==> config.mk <==
export PLATFORM = sky130hd
export DESIGN_NAME = rr_arbiter
export DESIGN_NICKNAME = d
export VERILOG_FILES = /design/src/rtl/rr_arbiter_pkg.sv /design/src/rtl/rr_arb_pick.sv /design/src/rtl/rr_arbiter.sv
export SDC_FILE = /design/constraint.sdc
export NUM_CORES = 1
export LEC_CHECK = 0
export BUFFER_PORTS_ARGS = -buffer_cell sky130_fd_sc_hd__buf_2
export CAP_MARGIN = 20
export CORE_UTILIZATION = 39
export DETAILED_ROUTE_END_ITERATION = 16
export GPL_ROUTABILITY_DRIVEN = 0
export PLACE_DENSITY_LB_ADDON = 0.1
export SLEW_MARGIN = 20
export SYNTH_ARGS = -nofsm -noshare
export SYNTH_HDL_FRONTEND = slang
export SYNTH_SLANG_ARGS = --single-unit
==> constraint.sdc <==
create_clock -name clk_i -period 4.4 [get_ports clk_i]
set_input_delay 0.66 -clock clk_i [delete_from_list [all_inputs] [get_ports clk_i]]
set_output_delay 0.66 -clock clk_i [all_outputs]
set_load 0.02 [all_outputs]
==> src/rtl/rr_arbiter_pkg.sv <==
// rtl/rr_arbiter_pkg.sv - shared types for the round-robin arbiter
// Purpose: state encoding used by rr_arbiter.
// Ports: none (package).
package rr_arbiter_pkg;

  typedef enum logic {
    IDLE_S  = 1'b0,
    GRANT_S = 1'b1
  } state_t;

endpackage

==> src/rtl/rr_arb_pick.sv <==
// rtl/rr_arb_pick.sv - combinational rotating-priority lowest-set-bit search
// Purpose: picks the lowest requester at or above ptr, else the lowest overall.
// Ports:
//   req  in  WIDTH   request vector
//   ptr  in  IW      highest-priority index
//   gnt  out WIDTH   one-hot winner (zero when no request)
//   id   out IW      binary index of the winner
//   any  out 1       at least one request present
module rr_arb_pick #(
  parameter int WIDTH = 16,
  parameter int IW    = $clog2(WIDTH)
) (
  input  logic [WIDTH-1:0] req,
  input  logic [IW-1:0]    ptr,
  output logic [WIDTH-1:0] gnt,
  output logic [IW-1:0]    id,
  output logic             any
);

  logic [WIDTH-1:0] one;
  logic [WIDTH-1:0] lo_mask;
  logic [WIDTH-1:0] masked;
  logic [WIDTH-1:0] src;

  assign one = {{(WIDTH-1){1'b0}}, 1'b1};

  always_comb begin
    // Bits below ptr lose priority this round.
    lo_mask = (one << ptr) - one;
    masked  = req & ~lo_mask;
    src     = (|masked) ? masked : req;
    // Two's-complement trick isolates the lowest set bit.
    gnt     = src & (~src + one);
    id      = '0;
    for (int i = 0; i < WIDTH; i++) begin
      if (gnt[i]) id = IW'(i);
    end
    any     = |req;
  end

endmodule

==> src/rtl/rr_arbiter.sv <==
// rtl/rr_arbiter.sv - round-robin arbiter with grant hold and watchdog
// Purpose: grants one of WIDTH requesters, holds until done_i, revokes
//   grants held TIMEOUT cycles without done_i.
// Optional feature macro: RR_ARB_LOCK_EN adds lock_i (owner keeps grant
//   across done_i).
// Ports:
//   clk_i      in  1      clock, rising edge
//   rst_n_i    in  1      asynchronous active-low reset
//   req_i      in  WIDTH  level requests
//   done_i     in  1      owner transaction complete
//   lock_i     in  1      owner keeps grant (RR_ARB_LOCK_EN only)
//   gnt_o      out WIDTH  one-hot grant
//   gnt_id_o   out IW     owner index
//   gnt_val_o  out 1      grant active
//   timeout_o  out 1      one-cycle watchdog revoke pulse
module rr_arbiter
  import rr_arbiter_pkg::*;
#(
  parameter int WIDTH   = 16,
  parameter int TIMEOUT = 64
) (
  input  logic                     clk_i,
  input  logic                     rst_n_i,
  input  logic [WIDTH-1:0]         req_i,
  input  logic                     done_i,
`ifdef RR_ARB_LOCK_EN
  input  logic                     lock_i,
`endif
  output logic [WIDTH-1:0]         gnt_o,
  output logic [$clog2(WIDTH)-1:0] gnt_id_o,
  output logic                     gnt_val_o,
  output logic                     timeout_o
);

  localparam int IW = $clog2(WIDTH);
  localparam int CW = $clog2(TIMEOUT + 1);

  state_t           state;
  logic [IW-1:0]    ptr;
  logic [CW-1:0]    cnt;
  logic [IW-1:0]    nxt_ptr;
  logic [IW-1:0]    pick_ptr;
  logic [WIDTH-1:0] p_gnt;
  logic [IW-1:0]    p_id;
  logic             p_any;
  logic             expire;
  logic             lock_eff;

`ifdef RR_ARB_LOCK_EN
  assign lock_eff = lock_i;
`else
  assign lock_eff = 1'b0;
`endif

  assign nxt_ptr  = (gnt_id_o == IW'(WIDTH - 1)) ? '0 : gnt_id_o + IW'(1);
  // While granting, a release re-picks with the post-release pointer so the
  // new owner lands on the same edge.
  assign pick_ptr = (state == GRANT_S) ? nxt_ptr : ptr;
  assign expire   = (cnt == CW'(TIMEOUT - 1));

  rr_arb_pick #(
    .WIDTH (WIDTH),
    .IW    (IW)
  ) u_pick (
    .req (req_i),
    .ptr (pick_ptr),
    .gnt (p_gnt),
    .id  (p_id),
    .any (p_any)
  );

  always_ff @(posedge clk_i or negedge rst_n_i) begin
    if (!rst_n_i) begin
      state     <= IDLE_S;
      ptr       <= '0;
      cnt       <= '0;
      gnt_o     <= '0;
      gnt_id_o  <= '0;
      gnt_val_o <= 1'b0;
      timeout_o <= 1'b0;
    end else begin
      timeout_o <= 1'b0;
      case (state)
        IDLE_S: begin
          if (p_any) begin
            gnt_o     <= p_gnt;
            gnt_id_o  <= p_id;
            gnt_val_o <= 1'b1;
            cnt       <= '0;
            state     <= GRANT_S;
          end
        end
        GRANT_S: begin
          if (done_i && lock_eff) begin
            cnt <= '0;
          end else if (done_i || expire) begin
            // A real done_i outranks a coincident expiry: no pulse then.
            timeout_o <= ~done_i;
            ptr       <= nxt_ptr;
            cnt       <= '0;
            if (p_any) begin
              gnt_o    <= p_gnt;
              gnt_id_o <= p_id;
            end else begin
              gnt_o     <= '0;
              gnt_id_o  <= '0;
              gnt_val_o <= 1'b0;
              state     <= IDLE_S;
            end
          end else if (cnt != {CW{1'b1}}) begin
            cnt <= cnt + CW'(1);
          end
        end
        default: state <= IDLE_S;
      endcase
    end
  end

endmodule

==> results.txt <==
- Status: completed
- The initial antenna violation count is 0.
* Most used flip-flop cell after synthesis: sky130_fd_sc_hd__dfrtp_1
- The number of hold violations in the final report came to 0.
- The worst setup path is captured at a register.
* DRT antenna net count: 0
- Once layout is complete, the cells apart from fillers number roughly 420.
* Top-Level Pins: between 40 and 50
- Post-CTS Setup Repair Bufs: 0
- Setup WS pre-CTS: roughly 0.12 ns
- Hold/Removal Path Class: in -> async
* TritonCTS clock tree: yes
- Critical Path Start Type: register
- For this design, the slowest cell found on the critical path is sky130_fd_sc_hd__or3_4.
- Fraction of registers with async set or reset after synthesis: 1.00
- Proportion of layout cells with a drive suffix above 1: 0.276
- First-pass GRT wire length: 11800 um
* Initial DRT Pass Iterations: 5
* Portion of total power attributed to sequential cells: 0.193
* Average routed wire per standard cell: 17.7 um
- Static timing analysis puts the maximum clock frequency at ~240 MHz.
- Along the worst path, the maximum fanout reaches 7.
* Height of the die: 80.8 um
- In this run the tightest slew margin relative to its limit is 0.490.
* Mapped Area: roughly 2400 um^2
* Required time of the critical path: 4.57 ns
* Overall global routing resource usage: 0.241
* Aggregate negative setup slack: 0 ns
- Filler cell count in the final layout: 596
- Worst path cell trace: ha_2 > mux2_2 > a211oi_2 > nand2_1 > ha_4 > xnor2_1 > o311ai_2 > nand4_1 > or3_4 > buf_4 > o31ai_4 > a2111oi_1 > a311o_1 > a211o_1 > a221o_1
- In this run the core area contains 28 standard-cell rows.
- Number of H-tree levels: 2
- Power density over cell area: 753 nW/um^2
- The Yosys step of the flow raised 0 warnings.
- Of the total power, the clock network draws 0.106.
- Detailed routing inserted a total of 2513 vias.
- The share of the Yosys chip area taken by registers is 0.351.
* Slew Viols, Final: 0
* Number of remaining DRC errors: 0
* Standard cell core area: 5960 um^2
- Between clock sinks in the finished design, the worst skew comes to 0.00390 ns.
- Clock buffer depth: 2
- Worst path setup slack after routing: 0.188 ns
* Slew at the pin closest to its max-slew limit: ~0.77 ns
* Count of flip-flops with a built-in enable after synthesis: 0
- After detailed placement, the design holds a cell count of ~420.
- Clock buffer count from CTS: 5
- For this configuration, the core starts out at a cell density of 0.407.
- Number of diodes: 0
- Top library cells by usage in the layout, fill and taps aside: 40 x sky130_fd_sc_hd__buf_2, 33 x sky130_fd_sc_hd__nand2_1, 32 x sky130_fd_sc_hd__dfrtp_1
- Switching power share of the total: 0.486
- The die is 80.8 um wide.
* Buffers on Ports: 40
* Worst-Skew Late Latency: 0.29 ns
- Buffer cell driving the clock tree root: sky130_fd_sc_hd__clkbuf_8
- Synthesis handed over a netlist of about 280 instances.
- The detailed router finished its first iteration with 163 violations.
* RSZ-0062 raised after global routing: no
- Dividing the final minimum period by the clock period gives 0.957.
- Part of the total power dissipated in combinational logic: 0.701
- Max rail drop VDD: around 520 uV
* Cts repair resizes: 0
* Number of library cell types mapped by synthesis: 64
- The analysis attributes to net switching a power of 1.11 mW.
* Placed wire-length estimate: 5810 um
- Entering global routing, the biggest net connects 35 pins.
* Worst endpoint data arrival time: about 4.4 ns
* Hold Buf Count CTS: 0
* Register bit count reported by yosys: 34
* Number of global-route vias before repair: between 2000 and 2500
- Layout overhead on the synthesized area: 25.0%
- The die covers 6530 um^2.
- Cell-internal power: 1.17 mW
* Final setup violation count: 0
- TritonCTS sink count: 34
- Total wire length after detailed routing: 7500 um
* Post-DR vias/cell: 5.94
- Hold timing on the final database bottoms out at a slack of between 0.4 and 0.5 ns.
- A synthesized cell averages between 8 and 9 um^2.
- Total power after layout: 2.28 mW
- Number of nets produced by synthesis: 307
- The final layout contains 370 nets.
- The total overflow left after global routing is 0.
* Clock input transition at the sequential cells of the worst setup and hold paths: approximately 0.07 ns
* Kind of critical path: reg -> reg
- Across the run, the number of max-cap violations was 0.
* Commonest non-fill, non-tap cell in the layout: sky130_fd_sc_hd__buf_2
* Time the worst path needs with I/O delays and setup: roughly 4.2 ns
- Delay of the slowest critical-path stage: 0.44 ns
- P_leak: 1.37 nW
## critical path: cells and delay by family (launching register included)
kind	cells	cell delay, ns
xor gates and xnor gates	1	0.17
buffers and inverters	1	0.17
and+or+nand+nor	3	0.77
DFF	1	0.40
muxes	1	0.31
AOI/OAI and AO/OA	7	1.73
adders and majority gates	2	0.53
## cells in the mapped netlist, types with 3 or more instances
library cell,count,share of area
sky130_fd_sc_hd__o31a_1,3,0.011
sky130_fd_sc_hd__nor2_1,20,0.031
sky130_fd_sc_hd__o21ai_1,10,0.021
sky130_fd_sc_hd__inv_1,14,0.022
sky130_fd_sc_hd__xor2_1,3,0.011
sky130_fd_sc_hd__a31oi_1,7,0.018
sky130_fd_sc_hd__mux2i_1,3,0.012
sky130_fd_sc_hd__a22o_1,7,0.025
sky130_fd_sc_hd__or3_1,6,0.016
sky130_fd_sc_hd__a21oi_1,16,0.033
sky130_fd_sc_hd__nand3_1,9,0.019
sky130_fd_sc_hd__nand2b_1,6,0.016
sky130_fd_sc_hd__dfrtp_1,34,0.35
sky130_fd_sc_hd__nor3_1,5,0.010
sky130_fd_sc_hd__a211oi_1,5,0.016
sky130_fd_sc_hd__o21a_1,4,0.012
sky130_fd_sc_hd__o21ai_0,17,0.035
sky130_fd_sc_hd__o31ai_1,4,0.012
sky130_fd_sc_hd__xnor2_1,4,0.014
sky130_fd_sc_hd__buf_2,3,0.0062
sky130_fd_sc_hd__clkbuf_1,4,0.0062
sky130_fd_sc_hd__a21o_1,3,0.0093
sky130_fd_sc_hd__nand4_1,4,0.010
sky130_fd_sc_hd__and3_1,3,0.0078
sky130_fd_sc_hd__nand2_1,33,0.051
sky130_fd_sc_hd__ha_1,4,0.021
## state kept, by name (all words and copies together) (netlist names)
register / flops
gnt_o: 16
cnt: 7
gnt_id_o: 4
ptr: 4
gnt_val_o: 1
state: 1
timeout_o: 1
## layer usage
| layer | track usage | wire [um] | vias up |
|---|---|---|---|
| li1 | - | - | 1207 |
| met1 | 0.350 | 3680 | 1209 |
| met2 | 0.364 | 3310 | 91 |
| met3 | 0.0427 | 444 | 6 |
| met4 | 0.0643 | 78 | 0 |
| met5 | 0 | 0 | - |
## power groups by stage
| stage | clock, mW | sequential (mW) | combinational (mW) |
|---|---|---|---|
| floorplan | 0 | 0.496 | 0.938 |
| global placement | 0 | 0.444 | 1.48 |
| detailed placement | 0 | 0.444 | 1.48 |
| CTS | 0.249 | 0.439 | 1.48 |
| global route | 0.260 | 0.452 | 1.73 |
| finish | 0.241 | 0.440 | 1.60 |
## per-stage QoR
| step | util | cell area [um^2] |
|---|---|---|
| after global placement | 0.482 | 2870 |
| after floorplan | - | 2440 |
| after CTS | 0.497 | 2960 |
| after detailed placement | 0.482 | 2870 |
| after global routing | 0.508 | 3030 |
| final | 0.508 | 3030 |
## logic make-up (layout without fill, tap and decap cells)
kind of cell / count (synthesis) / after routing / share of synthesized area
multiplexers: 4 / 4 / 0.0171
flip-flops: 34 / 34 / 0.351
AND/OR/NAND/NOR: 100 / 100 / 0.203
buffers and inverters: 23 / 87 / 0.0434
XOR/XNOR: 7 / 7 / 0.0253
adder cells (fa/ha/maj): 4 / 4 / 0.0207
AO/OA/AOI/OAI: 112 / 112 / 0.339
## final timing paths
check,cells after the start,slack (ns),to,startpoint
setup / recovery,15,0.19,gnt_id_o[0]$_DFFE_PN0P_,gnt_id_o[0]$_DFFE_PN0P_
hold / removal,1,0.44,cnt[1]$_DFFE_PN0P_,rst_n_i
setup reg to reg,15,0.19,gnt_id_o[0]$_DFFE_PN0P_,gnt_id_o[0]$_DFFE_PN0P_
hold reg to reg,2,0.47,gnt_o[4]$_DFFE_PN0P_,gnt_o[4]$_DFFE_PN0P_
max in group asynchronous,1,3.43,gnt_id_o[1]$_DFFE_PN0P_,rst_n_i
min in group clk_i,2,0.47,gnt_o[4]$_DFFE_PN0P_,gnt_o[4]$_DFFE_PN0P_
## final cells by class
class / instances / area (um^2) / share of cell area
clock buffers: 7 / 86.3 / 0.0285
multi-input cells: 227 / 1550 / 0.511
clock inverters: 1 / 5.00 / 0.00165
repair buffers: 65 / 388 / 0.128
flip-flops and latches: 34 / 853 / 0.282
inverters: 14 / 52.6 / 0.0174
well taps: 75 / 93.8 / 0.0310
No activity file was read; power rests on OpenSTA's default activity.
